$ cat src/rtl/ams_int_gen_if.sv
// Raster interrupt generator bus: CRTC sync inputs, register-block pulses,
// raster-line compare setup, and the interrupt/counter outputs.
interface ams_int_gen_if #(
   parameter int CNT_W = 6,
   parameter int PRI_W = 8
);
   logic             HSYNC;
   logic             VSYNC;
   logic             IRQ_RESET;
   logic             INT_ACK;
   logic             PRI_EN;
   logic [PRI_W-1:0] PRI_LINE;
   logic             INT_n;
   logic [CNT_W-1:0] HCNT;
   logic [PRI_W-1:0] LINE;

   modport master (
      output HSYNC, VSYNC, IRQ_RESET, INT_ACK, PRI_EN, PRI_LINE,
      input  INT_n, HCNT, LINE
   );

   modport slave (
      input  HSYNC, VSYNC, IRQ_RESET, INT_ACK, PRI_EN, PRI_LINE,
      output INT_n, HCNT, LINE
   );
endinterface

$ cat src/rtl/ams_int_gen.sv
// Raster interrupt generator: periodic HSYNC-count interrupt with VSYNC
// resynchronisation, Z80 acknowledge handling and a raster-line compare mode.
module ams_int_gen #(
   parameter int LINES_PER_INT = 52,
   parameter int CNT_W         = 6,
   parameter int VSYNC_DELAY   = 2,
   parameter int PRI_W         = 8
) (
   input  logic         CLK_n,
   input  logic         RESET,
   ams_int_gen_if.slave bus
);
   localparam int                VCNT_W = $clog2(VSYNC_DELAY + 1);
   localparam logic [CNT_W-1:0]  WRAP   = CNT_W'(LINES_PER_INT);
   localparam logic [VCNT_W-1:0] VLOAD  = VCNT_W'(VSYNC_DELAY);

   logic              h1, h2, v1, v2;
   logic              hs_fall, vs_rise, resync;
   logic              pend, pend_d, set_req;
   logic [CNT_W-1:0]  hcnt, hcnt_d, hcnt_inc;
   logic [PRI_W-1:0]  line, line_d;
   logic [VCNT_W-1:0] vcnt, vcnt_d;

   assign hs_fall = h2 & ~h1;
   assign vs_rise = v1 & ~v2;
   // A VSYNC rise in the same cycle reloads VCNT, so no 1->0 transition occurs.
   assign resync  = hs_fall & ~vs_rise & (vcnt == VCNT_W'(1));

   assign bus.INT_n = ~pend;
   assign bus.HCNT  = hcnt;
   assign bus.LINE  = line;

   // Next-state logic: counters first, then acknowledge, then IRQ_RESET on top.
   always_comb begin
      hcnt_inc = hcnt + CNT_W'(1);
      hcnt_d   = hcnt;
      line_d   = line;
      vcnt_d   = vcnt;
      set_req  = 1'b0;

      if (vs_rise) begin
         vcnt_d = VLOAD;
         line_d = '0;
      end else if (hs_fall) begin
         if (vcnt != '0)
            vcnt_d = vcnt - VCNT_W'(1);
         if (line != '1)
            line_d = line + PRI_W'(1);
      end

      if (resync) begin
         hcnt_d  = '0;
         set_req = hcnt[CNT_W-1] & ~bus.PRI_EN;
      end else if (hs_fall) begin
         if (hcnt_inc == WRAP) begin
            hcnt_d  = '0;
            set_req = ~bus.PRI_EN;
         end else begin
            hcnt_d = hcnt_inc;
         end
      end

      if (hs_fall && bus.PRI_EN && (line == bus.PRI_LINE))
         set_req = 1'b1;

      // A request raised this cycle beats a coincident acknowledge.
      pend_d = set_req | (pend & ~bus.INT_ACK);
      if (bus.INT_ACK)
         hcnt_d[CNT_W-1] = 1'b0;

      if (bus.IRQ_RESET) begin
         hcnt_d = '0;
         pend_d = 1'b0;
      end
   end

   // Sync edge-detect pipeline and counter/request state registers.
   always_ff @(posedge CLK_n) begin
      if (RESET) begin
         h1   <= 1'b0;
         h2   <= 1'b0;
         v1   <= 1'b0;
         v2   <= 1'b0;
         pend <= 1'b0;
         hcnt <= '0;
         line <= '0;
         vcnt <= '0;
      end else begin
         h1   <= bus.HSYNC;
         h2   <= h1;
         v1   <= bus.VSYNC;
         v2   <= v1;
         pend <= pend_d;
         hcnt <= hcnt_d;
         line <= line_d;
         vcnt <= vcnt_d;
      end
   end
endmodule

$ cat src/flat_wrapper.sv
// flat-port wrapper written by rule: the top's interface ports become plain ports
module ams_int_gen_flat 
#(
   parameter int LINES_PER_INT = 52,
   parameter int CNT_W         = 6,
   parameter int VSYNC_DELAY   = 2,
   parameter int PRI_W         = 8
)
  (CLK_n, RESET, bus_HSYNC, bus_VSYNC, bus_IRQ_RESET, bus_INT_ACK, bus_PRI_EN, bus_PRI_LINE, bus_INT_n, bus_HCNT, bus_LINE);
  ams_int_gen_if #(.CNT_W(CNT_W), .PRI_W(PRI_W)) bus_i ();
  input  logic CLK_n;
  input  logic RESET;
  input wire logic [$bits(bus_i.HSYNC)-1:0] bus_HSYNC;
  input wire logic [$bits(bus_i.VSYNC)-1:0] bus_VSYNC;
  input wire logic [$bits(bus_i.IRQ_RESET)-1:0] bus_IRQ_RESET;
  input wire logic [$bits(bus_i.INT_ACK)-1:0] bus_INT_ACK;
  input wire logic [$bits(bus_i.PRI_EN)-1:0] bus_PRI_EN;
  input wire logic [$bits(bus_i.PRI_LINE)-1:0] bus_PRI_LINE;
  output wire logic [$bits(bus_i.INT_n)-1:0] bus_INT_n;
  output wire logic [$bits(bus_i.HCNT)-1:0] bus_HCNT;
  output wire logic [$bits(bus_i.LINE)-1:0] bus_LINE;
  assign bus_i.HSYNC = bus_HSYNC;
  assign bus_i.VSYNC = bus_VSYNC;
  assign bus_i.IRQ_RESET = bus_IRQ_RESET;
  assign bus_i.INT_ACK = bus_INT_ACK;
  assign bus_i.PRI_EN = bus_PRI_EN;
  assign bus_i.PRI_LINE = bus_PRI_LINE;
  assign bus_INT_n = bus_i.INT_n;
  assign bus_HCNT = bus_i.HCNT;
  assign bus_LINE = bus_i.LINE;
  ams_int_gen #(.LINES_PER_INT(LINES_PER_INT), .CNT_W(CNT_W), .VSYNC_DELAY(VSYNC_DELAY), .PRI_W(PRI_W)) u_core (.CLK_n(CLK_n), .RESET(RESET), .bus(bus_i));
endmodule
$ cat config.mk
export PLATFORM = sky130hd
export DESIGN_NAME = ams_int_gen_flat
export DESIGN_NICKNAME = d
export VERILOG_FILES = /design/src/rtl/ams_int_gen_if.sv /design/src/rtl/ams_int_gen.sv /design/src/flat_wrapper.sv
export SDC_FILE = /design/constraint.sdc
export NUM_CORES = 1
export LEC_CHECK = 0
export CAP_MARGIN = 20
export CELL_PAD_IN_SITES_DETAIL_PLACEMENT = 1
export CELL_PAD_IN_SITES_GLOBAL_PLACEMENT = 2
export CORE_ASPECT_RATIO = 1.1
export CORE_UTILIZATION = 24
export CTS_CLUSTER_SIZE = 25
export DETAILED_ROUTE_END_ITERATION = 8
export MAX_ROUTING_LAYER = met4
export PLACE_DENSITY = 0.79
export SLEW_MARGIN = 20
export SYNTH_ARGS = -nofsm -noshare
export SYNTH_HDL_FRONTEND = slang
export SYNTH_SLANG_ARGS = --single-unit
$ cat constraint.sdc
create_clock -name CLK_n -period 1.35 [get_ports CLK_n]
set_clock_uncertainty 0.05 [all_clocks]
set_input_delay 0.27 -clock CLK_n [delete_from_list [all_inputs] [get_ports CLK_n]]
set_output_delay 0.27 -clock CLK_n [all_outputs]
set_load 0.01 [all_outputs]
* Word level (Yosys, flattened, before mapping)
Cells that the tools add are included.
** Cells by class
- Reduce and logical (&&, ||, !) cells :: 12
- $mul :: 0
- Shift-type cells :: 0
- Order comparisons :: 0
- Equal/unequal tests :: 4
- Add/subtract/negate cells :: 3
- Bitwise operators :: 13
- Div/mod/pow operators :: 0
- Muxes and demuxes :: 8
** Operators by type and width (count)
- adder 8 x 1 -> 8 bit, second input constant :: 1
- equality test 8 bit :: 1
- != test 8 bit, second input constant :: 1
- adder 6 x 1 -> 6 bit, second input constant :: 1
- bitwise AND 1 bit :: 6
- equality test 6 bit, second input constant :: 1
- 2-to-1 mux 2 bit :: 3
- 2-to-1 mux 6 bit :: 1
- NOT 1 bit :: 6
- AND reduction 2 bit :: 3
- nonzero test 2 bit :: 3
- 2-to-1 mux 1 bit :: 4
- OR reduction 2 bit :: 2
- OR reduction 4 bit :: 1
- OR reduction 3 bit :: 1
- equality test 2 x 1 -> 1 bit, second input constant :: 1
- logical AND 1 bit :: 2
- subtractor 2 x 1 -> 2 bit, second input constant :: 1
- OR 1 bit :: 1
** Word-level totals
- Bits in latches :: 0
- Memories :: 0
- Input port bits :: 15
- Register bits after elaboration :: 21
- ROM bits :: 0
- RAM bits :: 0
- Word-level logic and storage cells :: 50

* Depth between registers and ports, before layout
- Word-level depth :: 8
- Mapped depth :: 5

* Worst setup path before layout
Ideal clock, no wire load.
- Path kind :: register -> register
- Start point :: register u_core.line[0], in the netlist u_core.bus.LINE[0]
- End point :: register u_core.line[1], in the netlist u_core.bus.LINE[1]
- Buffers on the path :: 0
- Clock period less this slack :: 1511 ps
- Data arrival time :: 1335 ps
- Cell stages (with the launch flop) :: 6
- Setup slack :: -161 ps
- Cell sequence :: dfxtp_1 ha_1 nand4_1 o21ai_1 mux2i_1 nor2_1
** Between the ends
- Longest elaborated chain between the ends :: 2
- Elaborated cells on any way between the ends :: 3
- Those cells by class :: add/sub (1); eq/ne (1); reduce/logical (1)
** RTL lines
- from (decl) :: RTL line ams_int_gen.sv:21 : logic [PRI_W-1:0] line, line_d;
- from (signal assigned) :: RTL line ams_int_gen.sv:95 : line <= line_d;
- branches (longest 2 deep; another with adder 8 x 1 -> 8 bit)
Parallel ways; which one is timed is not known.
A chain may end at the register's enable or synchronous reset.

* Worst setup path after layout
- Start point :: register u_core.line[1], in the netlist u_core.bus.LINE[1]
- End point :: register u_core.line[2], in the netlist u_core.bus.LINE[2]
Same word-level chain as after synthesis.

==> results.json <==
{
  "routed_wl_um": 2944,
  "peakVddDrop_uv": 414.2,
  "syn_to_final_growth_pct": 66.34,
  "top_layer": "met4",
  "dieArea_mm2": 0.004508,
  "ys_seq_area_frac": 0.4128,
  "finalSetupViolCount": 5,
  "antenna_found_initial": 0,
  "regToRegSetupSlack_ns": -0.06,
  "rsz0062_at_grt": "yes",
  "cp_max_fo": 5,
  "cts-root-buf": "clkbuf_8",
  "power_frac_seq": 0.536,
  "clock-sinks": 21,
  "cts_buffer_depth": 2,
  "register_area_um2": 439.2,
  "route.layer.met1.wl_um": 1286,
  "fin_crit_sh": 1.042,
  "n_fill_cell": 496,
  "p_sw_frac": 0.2231,
  "diodes": 0,
  "clk_pin_slew_ns": 0.08,
  "maxCapViolCount": 0,
  "dieWidth_um": 64.11,
  "grt_pass1_wl_um": 5009,
  "drv_slew": 0,
  "vias": 1018,
  "firstDrtPassIters": 4,
  "p_leak_nw": 0.6674,
  "synth-main-ff-cell": "dfxtp_1",
  "cts_made_buffers": 3,
  "ant_nets": 0,
  "ctsHtreeMaxLevel": 1,
  "finalPower_mw": 1.185,
  "ys_warn_count": 0,
  "relSlewSlack": 0.7977,
  "avgViaCountPerCell": 4.565,
  "syn_inst": 114,
  "grt_overflow": 0,
  "violations": "setup timing",
  "combinationalPowerShare": 0.114,
  "critPathLaunchType": "flop",
  "hold_path_class": "flop to flop",
  "layout_commonest_cell": "buf_4",
  "dp.cells": 215,
  "p_sw_mw": 0.2643,
  "finalNonFillerCells": 223,
  "status": "finished, violations left",
  "syn-num-nets": 131,
  "layout_common_cells": "buf_4, clkdlybuf4s50_1, dfxtp_2",
  "yosysUniqueCellTypes": 31,
  "finalHoldViolations": 0,
  "worstPathRequired_ns": 1.45,
  "fmax_ghz": 0.7108,
  "p_int_mw": 0.9205,
  "io_buffers": 29,
  "path_class": "flop to flop",
  "syn-cell-area_mm2": 0.001018,
  "worstSkewPairLatency_ns": 0.26,
  "p_clk_frac": 0.350,
  "core_mm2": 0.004024,
  "arrival_ns": 1.51,
  "cp-end-kind": "flop",
  "cts_tree": "done",
  "wl_met3_um": 81,
  "fin_nets": 189,
  "io_pins": 30,
  "place.gp.congestion": 0.7136,
  "p_per_area_mw_per_mm2": 699.4,
  "drc": 0,
  "dp_slack_ns": -0.2372,
  "synthArstFlopShare": 0,
  "synth_edf_count": 0,
  "yosys_register_bits": 21,
  "die_h_um": 70.32,
  "min_period_ns": 1.407,
  "grt_usage": 0.1451,
  "syn_area_per_cell_um2": 8.934,
  "worstMarginPinSlew_ns": 0.2995,
  "hpwl_um": 2338,
  "start_util": 0.2531,
  "dr_wl_met2_um": 1550,
  "grt_max_degree": 12,
  "multiInputGateArea_um2": 641.9,
  "rows": 24,
  "first_global_vias": 1107,
  "drive_gt1_frac": 0.3275,
  "dr.first_iter.drc_count": 9,
  "fin_util": 0.4210,
  "fin_ws_ns": -0.05685,
  "post_drt_wl_per_cell_um": 13.20
}
-- final timing paths --
kind,start,cells past startpoint,to
hold / removal,u_core.v1$_SDFF_PP0_,1,u_core.v2$_SDFF_PP0_
hold reg to reg,u_core.v1$_SDFF_PP0_,1,u_core.v2$_SDFF_PP0_
setup reg to reg,u_core.bus.LINE[1]$_SDFFE_PP0P_,5,u_core.bus.LINE[2]$_SDFFE_PP0P_
setup / recovery,u_core.bus.LINE[1]$_SDFFE_PP0P_,5,u_core.bus.LINE[2]$_SDFFE_PP0P_
-- area by class of cell --
| type | instances | share of cell area |
|---|---|---|
| clock buffer | 4 | 0.02659 |
| inverter | 2 | 0.004431 |
| multi-input combinational | 89 | 0.3789 |
| sequential | 21 | 0.2592 |
| tap | 52 | 0.03840 |
| timing repair buffer | 55 | 0.2925 |
-- worst max-delay path: stages (launching register included) --
cell      delay (ns)
dfxtp_2         0.36
ha_4            0.14
nand4_1         0.20
o211ai_1        0.28
xor2_1          0.21
nor2_1          0.05
-- power by group through the flow --
| stage | registers (mW) | clock network [mW] | logic (mW) |
|---|---|---|---|
| 3_5_place_dp | 0.648 | 0 | 0.132 |
| 3_3_place_gp | 0.647 | 0 | 0.129 |
| 4_1_cts | 0.633 | 0.433 | 0.134 |
| 6_report | 0.635 | 0.415 | 0.135 |
| 5_1_grt | 0.636 | 0.454 | 0.147 |
| 2_1_floorplan | 0.650 | 0 | 0.0457 |
-- per-layer routing --
layer,global-route usage,vias up
met2,0.2600,12
met1,0.1592,492
met3,0.02941,2
li1,-,512
met4,0.04444,0
met5,-,-
-- sequential cells by signal (all words and copies together), names as in the netlist --
name	cells
u_core.bus.LINE	8
u_core.bus.HCNT	6
u_core.vcnt	2
u_core.h1	1
u_core.h2	1
u_core.pend	1
u_core.v1	1
u_core.v2	1
-- cell usage after synthesis, types with 2 or more instances --
master,number,area [um2]
a21boi_0,2,15.01
a21oi_1,4,20.02
and3_1,3,18.77
dfxtp_1,21,420.4
ha_1,2,25.02
inv_1,2,7.510
mux2i_1,3,30.03
nand2_1,10,37.54
nand2b_1,4,25.02
nand3_1,3,15.01
nand4_1,6,37.54
nand4b_1,2,17.52
nor2_1,12,45.04
nor2b_1,5,31.28
nor3_1,2,10.01
o211ai_1,2,15.01
o21ai_0,3,15.01
xnor2_1,10,87.58
xor2_1,6,52.55
-- what timing repair did --
| action | 4_1_cts | 5_1_grt |
|---|---|---|
| hold buffers | 0 | 0 |
| gates resized for setup | 31 | 14 |
| pin swaps | 9 | 8 |
| setup endpoints to repair | 29 | 17 |
| buffers inserted | 2 | 2 |
-- logic make-up after synthesis --
logic type	Yosys count	synth area share
DFF	21	0.4128
and+or+nand+nor	52	0.2776
xor gates and xnor gates	16	0.1376
adders and majority gates	2	0.02457
muxes	3	0.02949
buffers and inverters	4	0.01597
AOI/OAI and AO/OA	16	0.1020
-- through the flow --
step	hold WS, ns	TNS [ns]	area (um2)
after detailed placement	0.4125	-1.498	1564
after global placement	0.3948	-0.9510	1564
final	0.4219	-0.1910	1694
after CTS	0.4268	-0.09454	1642
after global routing	0.4536	-0.7519	1694
after floorplan	0.2891	0	1040
No activity file was read; power rests on OpenSTA's default activity.
==> RTL edit 1: new RTL, config.mk and constraints unchanged <==
`LINES_PER_INT` is set to 52 in 2 places; all go to 32.
--- a/src/rtl/ams_int_gen.sv
+++ b/src/rtl/ams_int_gen.sv
@@ -1,7 +1,7 @@
 // Raster interrupt generator: periodic HSYNC-count interrupt with VSYNC
 // resynchronisation, Z80 acknowledge handling and a raster-line compare mode.
 module ams_int_gen #(
-   parameter int LINES_PER_INT = 52,
+   parameter int LINES_PER_INT = 32,
    parameter int CNT_W         = 6,
    parameter int VSYNC_DELAY   = 2,
    parameter int PRI_W         = 8
--- a/src/flat_wrapper.sv
+++ b/src/flat_wrapper.sv
@@ -1,7 +1,7 @@
 // flat-port wrapper written by rule: the top's interface ports become plain ports
 module ams_int_gen_flat 
 #(
-   parameter int LINES_PER_INT = 52,
+   parameter int LINES_PER_INT = 32,
    parameter int CNT_W         = 6,
    parameter int VSYNC_DELAY   = 2,
    parameter int PRI_W         = 8
Formal check against the unedited RTL: no difference found for any inputs over 10 cycles, from zero or initial values and one cycle with RESET high; that may be too few to reach the edited logic, so the function may still have changed.
==> RTL edit 1 against the original RTL <==
  * The flow still finishes with violations (setup timing)
  * Largest power group unchanged
  * Sequential cell count unchanged
  * Via count increased by 7.6%
  * Final area up 5.0%
  * Worst setup slack got worse by 0.056 ns
  * Area after synthesis grew 3.6%
  * Non-clock buffer count increased by 2
  * First-iteration DRC count grew to 6.2 times the old value
  * Routed wire length rose by 9.1%
  * Clock power down 2%
  * Total power decreased by 0.72%
  * Global-route usage rose by 0.46 points
==> RTL edit 1: results (changes against the original RTL) <==
status - finished, violations left (unchanged)
violated checks - setup timing (unchanged)
synth warn - 0 (unchanged)
htree depth - 1 (unchanged)
GR Util All Layers - 14.97% (was 14.51%)
First-pass DRT Iterations - 3 (was 4)
top cells by area, synth - dfxtp_1 40%, xor2_1 10%, nor2_1 4.3% (was dfxtp_1 41%, xnor2_1 8.6%, xor2_1 5.2%)
syn nets - 134 (was 131)
setup violators final - 7 (was 5)
post-synthesis cell type count - 33 (was 31)
WL met3 - 142 µm (was 81 µm)
crit-path max cell delay - 0.36 ns (about the same)
Placed Cells - 219 (was 215)
met1 Use GR - 17.49% (was 15.92%)
routed vias/inst - 4.824 (was 4.565)
grt met3 use - 2.229% (was 2.941%)
Worst Setup Slack, final - -0.1131 ns (was -0.05685 ns)
via count - 1095 (was 1018)
Static Leak - 0.7205 nW (was 0.6674 nW)
critical-path maximum fanout - 4 (was 5)
Post-Route WL - 3211 µm (was 2944 µm)
gpl congestion - 0.7446 (was 0.7136)
CP max stage cell - dfxtp_4 (was dfxtp_2)
Metal-1 WL - 1392 µm (was 1286 µm)
first-pass GRT wire length - 5285 µm (was 5009 µm)
delay-heaviest family, CP - simple AND/OR/NAND/NOR gates (was flip-flops)
Detail Placement HPWL - 2447 µm (was 2338 µm)
pre-CTS setup slack - -0.3033 ns (was -0.2372 ns)
sequential power share - 53.3% (was 53.6%)
VDD IR max - 280.9 µV (was 414.2 µV)
largest net degree at the start of global routing - 13 (was 12)
Max Used Layer - met4 (unchanged)
Worst-Margin Slew - 0.3344 ns (was 0.2995 ns)
sequential-to-total area share from yosys stat - 39.86% (was 41.28%)
WL met2 - 1652 µm (was 1550 µm)
I/O Buffers - 29 (unchanged)
1st-iter DRT viols - 56 (was 9)
setup TNS - -0.3805 ns (was -0.1910 ns)
vias in the first global route - 1169 (was 1107)
Post-synth top cells - 21 x dfxtp_1, 12 x nor2_1, 12 x xor2_1 (was 21 x dfxtp_1, 12 x nor2_1, 10 x nand2_1, 10 x xnor2_1)
max reg flops - 8 (unchanged)
DP Area - 0.001644 mm² (was 0.001564 mm²)
Worst Path Arrival - 1.60 ns (was 1.51 ns)
GR Layer Usage met2 - 26.23% (was 26.00%)
final net count - 193 (was 189)
layout cells sized above 1 - 36.00% (was 32.75%)
synthesized instance count - 117 (was 114)
Internal Pwr Total - 909.7 µW (was 920.5 µW)
## RTL edit 1: kinds of logic after synthesis
logic type,share of synthesized area [%]
multiplexers,1.898
AO/OA/AOI/OAI,13.88
flip-flops,39.86
XOR/XNOR,13.29
adder cells (fa/ha/maj),2.372
buffers and inverters,2.609
AND/OR/NAND/NOR,26.10
## RTL edit 1: what timing repair did
| item | CTS | global route |
|---|---|---|
| setup endpoints to repair | 30 | 17 |
| endpoints found under the hold margin | 0 | 0 |
| hold buffers | 0 | 0 |
| pin swaps | 14 | 7 |
| resized for setup | 39 | 7 |
| buffers inserted | 2 | 2 |
## RTL edit 1: power groups by stage
stage          clock (mW)  combinational [mW]  sequential [mW]
6_report            0.406               0.143            0.627
5_1_grt             0.458               0.156            0.629
4_1_cts             0.429               0.140            0.627
3_5_place_dp            0               0.134            0.645
3_3_place_gp            0               0.130            0.644
2_1_floorplan           0              0.0444            0.644
## RTL edit 1: cell type report
| cell class | instances | area, µm² |
|---|---|---|
| clock buffer | 3 | 41.29 |
| clock inverter | 1 | 5.005 |
| fill | 480 | 2305 |
| inverter | 2 | 7.507 |
| multi-input combinational | 91 | 708.2 |
| sequential | 21 | 454.2 |
| tap | 52 | 65.06 |
| timing repair buffer | 57 | 498.0 |
## RTL edit 1: worst paths after layout
path,slack [ns],endpoint,cells past startpoint,start
worst max-delay path,-0.11,u_core.bus.HCNT[0],5,u_core.bus.HCNT[0]
worst min-delay path,0.43,u_core.vcnt[1],2,u_core.vcnt[1]
worst max register to register,-0.11,u_core.bus.HCNT[0],5,u_core.bus.HCNT[0]
worst min register to register,0.43,u_core.vcnt[1],2,u_core.vcnt[1]
==> RTL edit 2: new RTL, config.mk and constraints unchanged <==
Without the edit above. Reset style: asynchronous (`RESET`), changed in one clocked block.
--- a/src/rtl/ams_int_gen.sv
+++ b/src/rtl/ams_int_gen.sv
@@ -75,7 +75,7 @@
    end
 
    // Sync edge-detect pipeline and counter/request state registers.
-   always_ff @(posedge CLK_n) begin
+   always_ff @(posedge CLK_n or posedge RESET) begin
       if (RESET) begin
          h1   <= 1'b0;
          h2   <= 1'b0;
Formal check against the unedited RTL: differs if RESET is asserted again (counterexample within 4 cycles, from zero or initial values and one cycle with RESET high); with RESET held inactive, the same outputs for 10 cycles.
==> RTL edit 2 against the original RTL <==
  * The run still ends with setup timing left
  * Worst setup slack worse by 0.18 ns
  * Final area up 28%
  * Sequential cell count unchanged
  * Area after synthesis up 17%
  * First-iteration DRC count up 44%
  * Routed wire length up 42%
  * Via count up 24%
  * Sequential share of layout area down 1.5 points
Power is not compared: it rests on default switching activity, and its combinational part moved more than twofold at a synthesized area within 25%.
==> RTL edit 2: results (changes against the original RTL) <==
1st-iter DRT viols - 13 (was 9)
DP Area - 0.001810 mm² (was 0.001564 mm²)
Post-synth top cells - 21 x dfrtp_1, 8 x a21oi_1, 8 x xor2_1 (was 21 x dfxtp_1, 12 x nor2_1, 10 x nand2_1, 10 x xnor2_1)
Worst Path Arrival - 1.67 ns (was 1.51 ns)
area of the multi-input gates - 824.5 µm² (was 641.9 µm²)
met1 Use GR - 17.21% (was 15.92%)
GR Layer Usage met2 - 33.76% (was 26.00%)
WHS - 0.2870 ns (was 0.4219 ns)
setup TNS - -2.273 ns (was -0.1910 ns)
post-route insts no fill - 253 (was 223)
Detail Placement HPWL - 2935 µm (was 2338 µm)
reg2reg end - u_core.bus.LINE[1] (was u_core.bus.LINE[2])
largest net degree at the start of global routing - 22 (was 12)
setup violators final - 17 (was 5)
crit-path max cell delay - 0.41 ns (was 0.36 ns)
Routed WL per cell - 16.56 µm (was 13.20 µm)
Worst-Margin Slew - 0.5446 ns (was 0.2995 ns)
Tightest Hold Check Type - primary input to async pin (was flop to flop)
violated checks - setup timing (unchanged)
top cells by area, synth - dfrtp_1 44%, xor2_1 5.9%, ha_1 4.2% (was dfxtp_1 41%, xnor2_1 8.6%, xor2_1 5.2%)
post-synthesis cell type count - 42 (was 31)
Worst Setup Slack, final - -0.2325 ns (was -0.05685 ns)
worst r2r path cells - 6 (was 5)
gpl congestion - 0.7910 (was 0.7136)
status - finished, violations left (unchanged)
grt met3 use - 2.116% (was 2.941%)
==> RTL edit 2: cell types whose count changed in the layout (fill, tap and decap cells not counted), sizes merged, moves of 4 or more <==
cell,before,now
inv,2,7
dfxtp,21,0
xnor2,10,1
buf,26,62
nor2,12,5
or3,0,5
dlygate4sd2,11,0
nand4,6,2
dfrtp,0,21
a21oi,4,8
==> RTL edit 2: timing repair <==
item,CTS,global route
hold buffers,0,0
buffers inserted,14,9
pin swaps,10,11
setup endpoints to repair,30,24
gates cloned,0,0
hold endpoints to repair,0,0
resized for setup,78,33
==> RTL edit 2: worst max-delay path, delay by kind of cell, from the launching register on <==
family,cells,cell delay (ns)
muxes,1,0.18
and+or+nand+nor,2,0.13
buffers and inverters,2,0.31
DFF,1,0.38
AOI/OAI and AO/OA,1,0.41
==> RTL edit 2: logic make-up (layout without fill, tap and decap cells) <==
kind of cell               count (synthesis)  in the layout  synth area share [%]
AOI/OAI and AO/OA                         30             30                 18.59
muxes                                      2              2                 1.681
adders and majority gates                  4              4                 4.202
xor gates and xnor gates                   9              9                 6.618
DFF                                       21             21                 44.12
buffers and inverters                     10             91                 4.412
and+or+nand+nor                           40             40                 20.38
==> RTL edit 2: area by class of cell <==
type / count / area share (%)
multi-input cells: 85 / 37.94
inverters: 7 / 1.209
clock buffers: 4 / 2.073
well taps: 56 / 3.224
flip-flops and latches: 21 / 24.47
repair buffers: 80 / 31.09
==> RTL edit 2: where the power goes <==
group | internal (mW) | total, mW | switching [mW]
clock network | 0.211 | 0.434 | 0.223
registers | 0.674 | 0.722 | 0.0481
logic | 0.316 | 0.571 | 0.255
total | 1.20 | 1.73 | 0.527
